**config.mk**
```make
export PLATFORM = sky130hd
export DESIGN_NAME = hs_responder
export DESIGN_NICKNAME = d
export VERILOG_FILES = /design/src/rtl/hs_pkg.sv /design/src/rtl/hs_fifo.sv /design/src/rtl/hs_responder.sv
export SDC_FILE = /design/constraint.sdc
export NUM_CORES = 1
export LEC_CHECK = 0
export BUFFER_PORTS_ARGS = -buffer_cell sky130_fd_sc_hd__buf_2
export CAP_MARGIN = 20
export CELL_PAD_IN_SITES_DETAIL_PLACEMENT = 1
export CELL_PAD_IN_SITES_GLOBAL_PLACEMENT = 1
export CORE_ASPECT_RATIO = 1.75
export CORE_MARGIN = 5
export CORE_UTILIZATION = 42
export CTS_BUF_LIST = sky130_fd_sc_hd__clkbuf_2
export DETAILED_ROUTE_END_ITERATION = 10
export PLACE_DENSITY = 0.84
export SETUP_SLACK_MARGIN = 0.4
export SLEW_MARGIN = 40
export SYNTH_ARGS = -nofsm -noshare
export SYNTH_HDL_FRONTEND = slang
export SYNTH_SLANG_ARGS = --single-unit
```
**constraint.sdc**
```tcl
create_clock -name clk_i -period 2.42 [get_ports clk_i]
set_clock_uncertainty 0.2 [all_clocks]
set_input_delay 0.363 -clock clk_i [delete_from_list [all_inputs] [get_ports clk_i]]
set_output_delay 0.363 -clock clk_i [all_outputs]
set_load 0.05 [all_outputs]
```
**src/rtl/hs_pkg.sv**
```systemverilog
// rtl/hs_pkg.sv - shared types and defaults for the handshake responder
package hs_pkg;

  // Handshake FSM: IDLE waits for a request, ACK holds acknowledge until it falls
  typedef enum logic [0:0] {
    HS_IDLE = 1'b0,
    HS_ACK  = 1'b1
  } hs_state_t;

  localparam int HS_DATA_W_DEF = 8;

endpackage

```
**src/rtl/hs_fifo.sv**
```systemverilog
// rtl/hs_fifo.sv - synchronous first-word-fall-through register FIFO
module hs_fifo
  import hs_pkg::*;
#(
  parameter int DATA_W = HS_DATA_W_DEF,
  parameter int DEPTH  = 2
) (
  input  logic                       clk_i,
  input  logic                       rst_i,
  input  logic                       push_i,
  input  logic                       pop_i,
  input  logic [DATA_W-1:0]          wdata_i,
  output logic [DATA_W-1:0]          rdata_o,
  output logic                       empty_o,
  output logic                       full_o,
  output logic [$clog2(DEPTH+1)-1:0] level_o
);

  localparam int PTR_W = $clog2(DEPTH);
  localparam int LVL_W = $clog2(DEPTH+1);

  logic [DATA_W-1:0] mem_q [DEPTH];
  logic [PTR_W-1:0]  wr_ptr_q, rd_ptr_q;
  logic [LVL_W-1:0]  level_q;
  logic              do_push, do_pop;

  assign empty_o = (level_q == '0);
  assign full_o  = (level_q == LVL_W'(DEPTH));
  assign level_o = level_q;
  assign rdata_o = mem_q[rd_ptr_q];

  // A pop frees the slot the same cycle, so a push into a full FIFO is legal alongside it
  assign do_pop  = pop_i && !empty_o;
  assign do_push = push_i && (!full_o || do_pop);

  // Storage is cleared on reset so the head word reads zero afterwards
  always_ff @(posedge clk_i) begin
    if (rst_i) begin
      for (int i = 0; i < DEPTH; i++) mem_q[i] <= '0;
    end else if (do_push) begin
      mem_q[wr_ptr_q] <= wdata_i;
    end
  end

  // Pointers wrap naturally at the power-of-two depth; level tracks occupancy
  always_ff @(posedge clk_i) begin
    if (rst_i) begin
      wr_ptr_q <= '0;
      rd_ptr_q <= '0;
      level_q  <= '0;
    end else begin
      if (do_push) wr_ptr_q <= wr_ptr_q + PTR_W'(1);
      if (do_pop)  rd_ptr_q <= rd_ptr_q + PTR_W'(1);
      case ({do_push, do_pop})
        2'b10:   level_q <= level_q + LVL_W'(1);
        2'b01:   level_q <= level_q - LVL_W'(1);
        default: level_q <= level_q;
      endcase
    end
  end

endmodule

```
**src/rtl/hs_responder.sv**
```systemverilog
// rtl/hs_responder.sv - four-phase req/ack destination endpoint with output stream FIFO
module hs_responder
  import hs_pkg::*;
#(
  parameter int DATA_W = HS_DATA_W_DEF,
  parameter int DEPTH  = 2,
  parameter int CNT_W  = 16
) (
  input  logic                       clk_i,
  input  logic                       rst_i,
  input  logic                       req_i,
  input  logic [DATA_W-1:0]          data_i,
  output logic                       ack_o,
  output logic [DATA_W-1:0]          m_data_o,
  output logic                       m_valid_o,
  input  logic                       m_ready_i,
  output logic [$clog2(DEPTH+1)-1:0] level_o,
  output logic [CNT_W-1:0]           xfer_cnt_o
);

  hs_state_t        state_q, state_d;
  logic [CNT_W-1:0] xfer_cnt_q, xfer_cnt_d;
  logic             accept;
  logic             pop;
  logic             space;
  logic             fifo_empty, fifo_full;

  assign pop   = m_valid_o && m_ready_i;
  assign space = !fifo_full || pop;

  hs_fifo #(
    .DATA_W (DATA_W),
    .DEPTH  (DEPTH)
  ) u_fifo (
    .clk_i   (clk_i),
    .rst_i   (rst_i),
    .push_i  (accept),
    .pop_i   (pop),
    .wdata_i (data_i),
    .rdata_o (m_data_o),
    .empty_o (fifo_empty),
    .full_o  (fifo_full),
    .level_o (level_o)
  );

  assign m_valid_o  = !fifo_empty;
  assign ack_o      = (state_q == HS_ACK);
  assign xfer_cnt_o = xfer_cnt_q;

  // Next state: accept only from IDLE with room, then hold ACK until the request drops
  always_comb begin
    state_d    = state_q;
    accept     = 1'b0;
    xfer_cnt_d = xfer_cnt_q;
    case (state_q)
      HS_IDLE: begin
        if (req_i && space) begin
          accept     = 1'b1;
          xfer_cnt_d = xfer_cnt_q + CNT_W'(1);
          state_d    = HS_ACK;
        end
      end
      HS_ACK: begin
        if (!req_i) state_d = HS_IDLE;
      end
      default: state_d = HS_IDLE;
    endcase
  end

  // State and transfer counter registers
  always_ff @(posedge clk_i) begin
    if (rst_i) begin
      state_q    <= HS_IDLE;
      xfer_cnt_q <= '0;
    end else begin
      state_q    <= state_d;
      xfer_cnt_q <= xfer_cnt_d;
    end
  end

endmodule

```
## Word level (Yosys, flattened, before mapping)

Memories as Yosys holds them, arrays and structs flattened. A register that Yosys moved wholly into a read port is not among the register bits.
Index checks and enable logic that the tools add are counted.
Widths: inputs -> output; s select.

- Add/sub/neg operators: 5
- Equality and inequality tests: 3
- Multiplexer cells: 15
- Bitwise logic cells: 1
- Reduce and logical (&&, ||, !) cells: 12

Operators with widths:

| cell | count |
|---|---|
| $add 16x1->16 const B | 1 |
| $mux 1 | 12 |
| $mux 8 | 1 |
| $reduce_or 8->1 | 1 |
| $eq 2x2->1 const B | 2 |
| $logic_and 1x1->1 | 4 |
| $pmux 2 s2 | 1 |
| $add 1x1->1 const B | 2 |
| $add 2x1->2 const B | 1 |
| $eq 2x1->1 const B | 1 |
| $logic_not 1->1 | 2 |
| $logic_not 2->1 | 1 |
| $logic_or 1x1->1 | 2 |
| $pmux 1 s2 | 1 |
| $reduce_and 2->1 | 1 |
| $reduce_bool 2->1 | 1 |
| $sub 2x1->2 const B | 1 |
| $not 1->1 | 1 |

- Bits in registers: 21
- Bits in writable memories: 16
- Bits of input ports: 12
- Output and inout bits: 28
- Word-level logic and storage cells: 42
- Memories: 1

Memory list:

| memory | depth | bits a word | read ports | clocked after memory_dff | write ports | line | source |
|---|---|---|---|---|---|---|---|
| u_fifo.mem_q | 2 | 8 | 1 | 1 | 2 | hs_fifo.sv:22 | `logic [DATA_W-1:0] mem_q [DEPTH];` |

## Logic depth before layout (Yosys ltp)

- Depth in word-level cells: 13
- Mapped depth: 8
- Depth with buffers taken out: 6

## Modules after synthesis

Synthesis repeated with hierarchy kept, for this count alone.

- Cell total of the unflattened synthesis: 173
- Area total of the unflattened synthesis: 1873.0 um^2

By module, submodules not included:

| module | instances | cells each | area an instance (um^2) | sequential area each (um^2) |
|---|---|---|---|---|
| hs_fifo | 1 | 74 | 985.9 | 580.6 |
| hs_responder | 1 | 99 | 887.1 | 340.3 |

## Worst setup path after synthesis

Ideal clock, no wire load.

- Path kind: register to register
- Start: register u_fifo.level_q[1] (netlist: u_fifo.level_o[1])
- End: register u_fifo.level_q[1] (netlist: u_fifo.level_o[1])
- Setup time: 0.070 ns
- Data arrival time: 2.270 ns
- Required time: 2.150 ns
- Path slack: -0.120 ns
- Stages on the path, launching flop included: 7
- Buffers on the path: 1
- Clock period less this slack: 2.540 ns
- Cells stage by stage: dfxtp_1 > or3b_2 > nand2b_1 > clkbuf_1 > ha_1 > or3_1 > a21oi_1

- Word-level cells in the longest chain between the ends: 10
- Elaborated cells between the ends (all ways): 18
- Those cells by class: add/sub: 2; eq/ne: 3; mux: 3; reduce/logical: 10

RTL lines:

| element | line | source |
|---|---|---|
| start: declaration | hs_fifo.sv:24 | `logic [LVL_W-1:0] level_q;` |
| start signal: assignment | hs_fifo.sv:55 | `2'b10: level_q <= level_q + LVL_W'(1);` |
| start signal: assignment | hs_fifo.sv:56 | `2'b01: level_q <= level_q - LVL_W'(1);` |
| start signal: assignment | hs_fifo.sv:57 | `default: level_q <= level_q;` |
| $logic_not 2->1 | hs_fifo.sv:27 | `assign empty_o = (level_q == '0);` |
| $logic_not 1->1 | hs_fifo.sv:33, hs_responder.sv:46 |  |
| $logic_and 1x1->1 | hs_responder.sv:28 | `assign pop = m_valid_o && m_ready_i;` |
| $logic_or 1x1->1 | hs_responder.sv:29 | `assign space = !fifo_full \|\| pop;` |
| $logic_and 1x1->1 | hs_responder.sv:57 | `if (req_i && space) begin` |
| $mux 1 | hs_responder.sv:57 |  |
| $mux 1 | hs_responder.sv:55 | `case (state_q)` |
| $logic_and 1x1->1 | hs_fifo.sv:34 | `assign do_push = push_i && (!full_o \|\| do_pop);` |
| $eq 2x1->1 / $eq 2x2->1 (equally long branches) | hs_fifo.sv:54 | `case ({do_push, do_pop})` |
| $pmux 2 s2 / $reduce_bool 2->1 (equally long branches) | -- |  |

Several ways; a longest one is shown, not always the timed one.
A chain may end at the register's enable or synchronous reset.

==> results.ini <==
[timing]
rsz0062_at_grt=yes
finalMaxSlewViolations=0
finalCritPeriodShare_pct=81.2
finalHoldViolations=0
finalSetupViolCount=0
worstMarginPinSlew_ps=729
layout_min_cycle_time_ps=1970
relSlewSlack_pct=51.3
max_freq_mhz=509
fin_tns_setup_ps=0

[global_route]
grt_pass1_wl_mm=6.63
grt_pass1_vias=1393
grt_use_total_pct=16.3
grt_max_degree=17
antenna_found_initial=0
overflow=0

[clock_network]
cts.clk_slew.worst_paths_ps=210
cts_max_path_buffers=2
root_buffer=clkbuf_2
h-tree-depth=2
cts_tree=yes
insertion_delay_ps=420
cts_sinks=38
cts_buffers=5

[route]
drc=0
wl_per_cell_um=17.0
num_vias=1366
wirelength_mm=4.40
drt_iter0_markers=30
drtAntennaViolNets=0
avgViaCountPerCell=5.27
firstDrtPassIters=4

[logic_synthesis]
ys_warn_count=0
syn_inst=160
syn_nets=174
syn_area_um2=1690
synth_cell_types=32
ys_seq_elements=38
avgSynthCellArea_um2=10.6
yosysSeqAreaShare_pct=54.4

[setup_path]
crit_path_start_kind=register
critPathMaxStageDelay_ps=440
crit_path_top_delay_cell=dfxtp_4
worstPathArrival_ps=1400
crit-reg2reg-launch=u_fifo.level_o[0]$_SDFFE_PP0P_
reg2reg_depth=5
r2r_slack_ps=460
cp_top_family=flip-flops
worstPathRequired_ps=1860
critPathKind=reg -> out
r2r-end=u_fifo.level_o[1]$_SDFFE_PP0P_
path_buf_inv=1
path_cells=mux2_2 -> buf_2
critPathMaxFanout=8
crit_path_end_kind=output port

[worst_hold_path]
hold_class=in -> reg
hold-path-cell-count=2
hp-start=data_i[3]
min_to=u_fifo.mem_q[1][3]$_SDFFCE_PN0P_

[placed_design]
placedCellCount=243
dp_hpwl_mm=3.28
placed_cell_area_um2=2000
gp_congestion=0.695
port_buffers=39

[layout]
utilization_pct=56.8
nets=224
final_area_um2=2220
layout-drive-gt1-share_pct=43.1
insertedDiodeCount=0
syn_to_final_growth_pct=30.9
instances_no_fill=259

[power_and_ir_drop]
netSwitchingPower_uw=673
total_power_uw=1900
p_int_uw=1230
combPwrFrac_pct=30.7
pwr-share-seq_pct=42.5
peakVddDrop_uv=485
power_leakage_uw=0.000899
power.share.switching_pct=35.4
clkPwrFrac_pct=26.7
p_per_area_nw_per_um2=856

[floorplan]
fp.dieW_um=58.0
row_count=30
die_height_um=94.0
io_pins=40
die_area_um2=5450
start_util_pct=43.4
core_area_um2=3900

[run_status]
status=finished, final reports clean

[flow_run]
cap_violations=0

-- layout by cell type, fill, tap and decap left out, types with 5 or more instances in the layout --
| cell | instances |
|---|---|
| nor2_1 | 14 |
| buf_2 | 38 |
| dfxtp_4 | 11 |
| edfxtp_1 | 16 |
| xnor2_1 | 7 |
| nand2_1 | 7 |
| dfxtp_1 | 8 |
| buf_4 | 8 |
| and2_1 | 17 |
| or3_1 | 5 |
| o21ai_0 | 7 |
| mux2_2 | 9 |
| clkbuf_2 | 5 |
| a21oi_1 | 6 |
-- synth_stat cells, drive strengths merged --
cell,count,area share (%)
a21oi,8,2.4
and2,17,6.3
and3,1,0.37
and4,1,0.52
buf,1,0.30
clkbuf,6,1.4
dfxtp,22,26
edfxtp,16,28
ha,2,1.5
inv,2,0.44
mux2,9,6.0
mux2i,1,0.59
nand2,7,1.6
nand2b,2,0.74
nand3,5,1.5
nand4,1,0.37
nand4b,3,1.6
nor2,14,3.1
nor2b,1,0.37
nor3,3,0.89
nor3b,3,1.3
nor4,4,1.5
o21ai,7,2.1
o21bai,1,0.44
o31ai,1,0.44
or2,2,0.74
or3,5,1.8
or3b,1,0.52
or4,3,1.3
xnor2,7,3.6
xor2,4,2.1
-- metrics by stage --
step	hold WS, ps	setup WS [ps]
floorplan	281	358
global placement	264	216
detailed placement	281	141
CTS	12.7	340
global route	3.63	376
finish	26.1	454
-- layout make-up --
type	count	area [um2]
Fill cell	443	1690
Sequential cell	38	966
Multi-Input combinational cell	113	800
Timing Repair Buffer	50	290
Clock inverter	3	68.8
Tap cell	48	60.1
Clock buffer	5	25.0
Inverter	2	7.51
-- power by group through the flow --
stage / combinational [uW] / clock [uW] / sequential (uW)
after floorplan: 397 / 0 / 855
after global placement: 538 / 0 / 808
after detailed placement: 554 / 0 / 818
after CTS: 556 / 515 / 808
after global routing: 614 / 548 / 818
final: 583 / 507 / 808
-- how the worst max path moves through the flow --
stage / start / endpoint / depth (start not counted)
CTS: u_fifo.level_o[0]$_SDFFE_PP0P_ / u_fifo.level_o[1]$_SDFFE_PP0P_ / 5
global placement: m_ready_i / u_fifo.level_o[1]$_SDFFE_PP0P_ / 6
finish: register / m_data_o[5] / 2
detailed placement: m_ready_i / u_fifo.level_o[1]$_SDFFE_PP0P_ / 6
floorplan: u_fifo.level_o[1]$_SDFFE_PP0P_ / u_fifo.level_o[1]$_SDFFE_PP0P_ / 6
global route: u_fifo.level_o[1]$_SDFFE_PP0P_ / u_fifo.level_o[1]$_SDFFE_PP0P_ / 5
-- flip-flops by register name, indices dropped and copies added (netlist names), named ones only --
name	flops
u_fifo.wr_ptr_q	1
ack_o	1
u_fifo.rd_ptr_q	1
u_fifo.level_o	2
xfer_cnt_o	16
u_fifo.mem_q	16
-- repair_timing --
action                     in CTS  in global routing
setup buffers                   0                  4
hold endpoints to repair        0                  7
gates resized for setup         4                 11
setup endpoints to repair      23                 15
pin swaps                       0                  2
hold buffers                    0                  4
-- logic make-up (layout without fill, tap and decap cells) --
group | count (synthesis) | count (layout) | synth area share [%]
DFF | 38 | 38 | 54.4
muxes | 10 | 10 | 6.57
AOI/OAI and AO/OA | 17 | 17 | 5.32
adders and majority gates | 2 | 2 | 1.48
xor gates and xnor gates | 11 | 11 | 5.69
and+or+nand+nor | 73 | 73 | 24.4
buffers and inverters | 9 | 60 | 2.14
-- routing by layer --
layer  share of wire [%]  global-route usage [%]  vias up  wire length (um)
met5                   0                       0        -                 0
met4                 1.7                    6.38        0                73
met3                 3.6                    3.85        7               159
met2                  61                    34.0       33              2670
met1                  34                    13.7      665              1490
li1                    -                       -      661                 -
No activity file was read; power rests on OpenSTA's default activity.
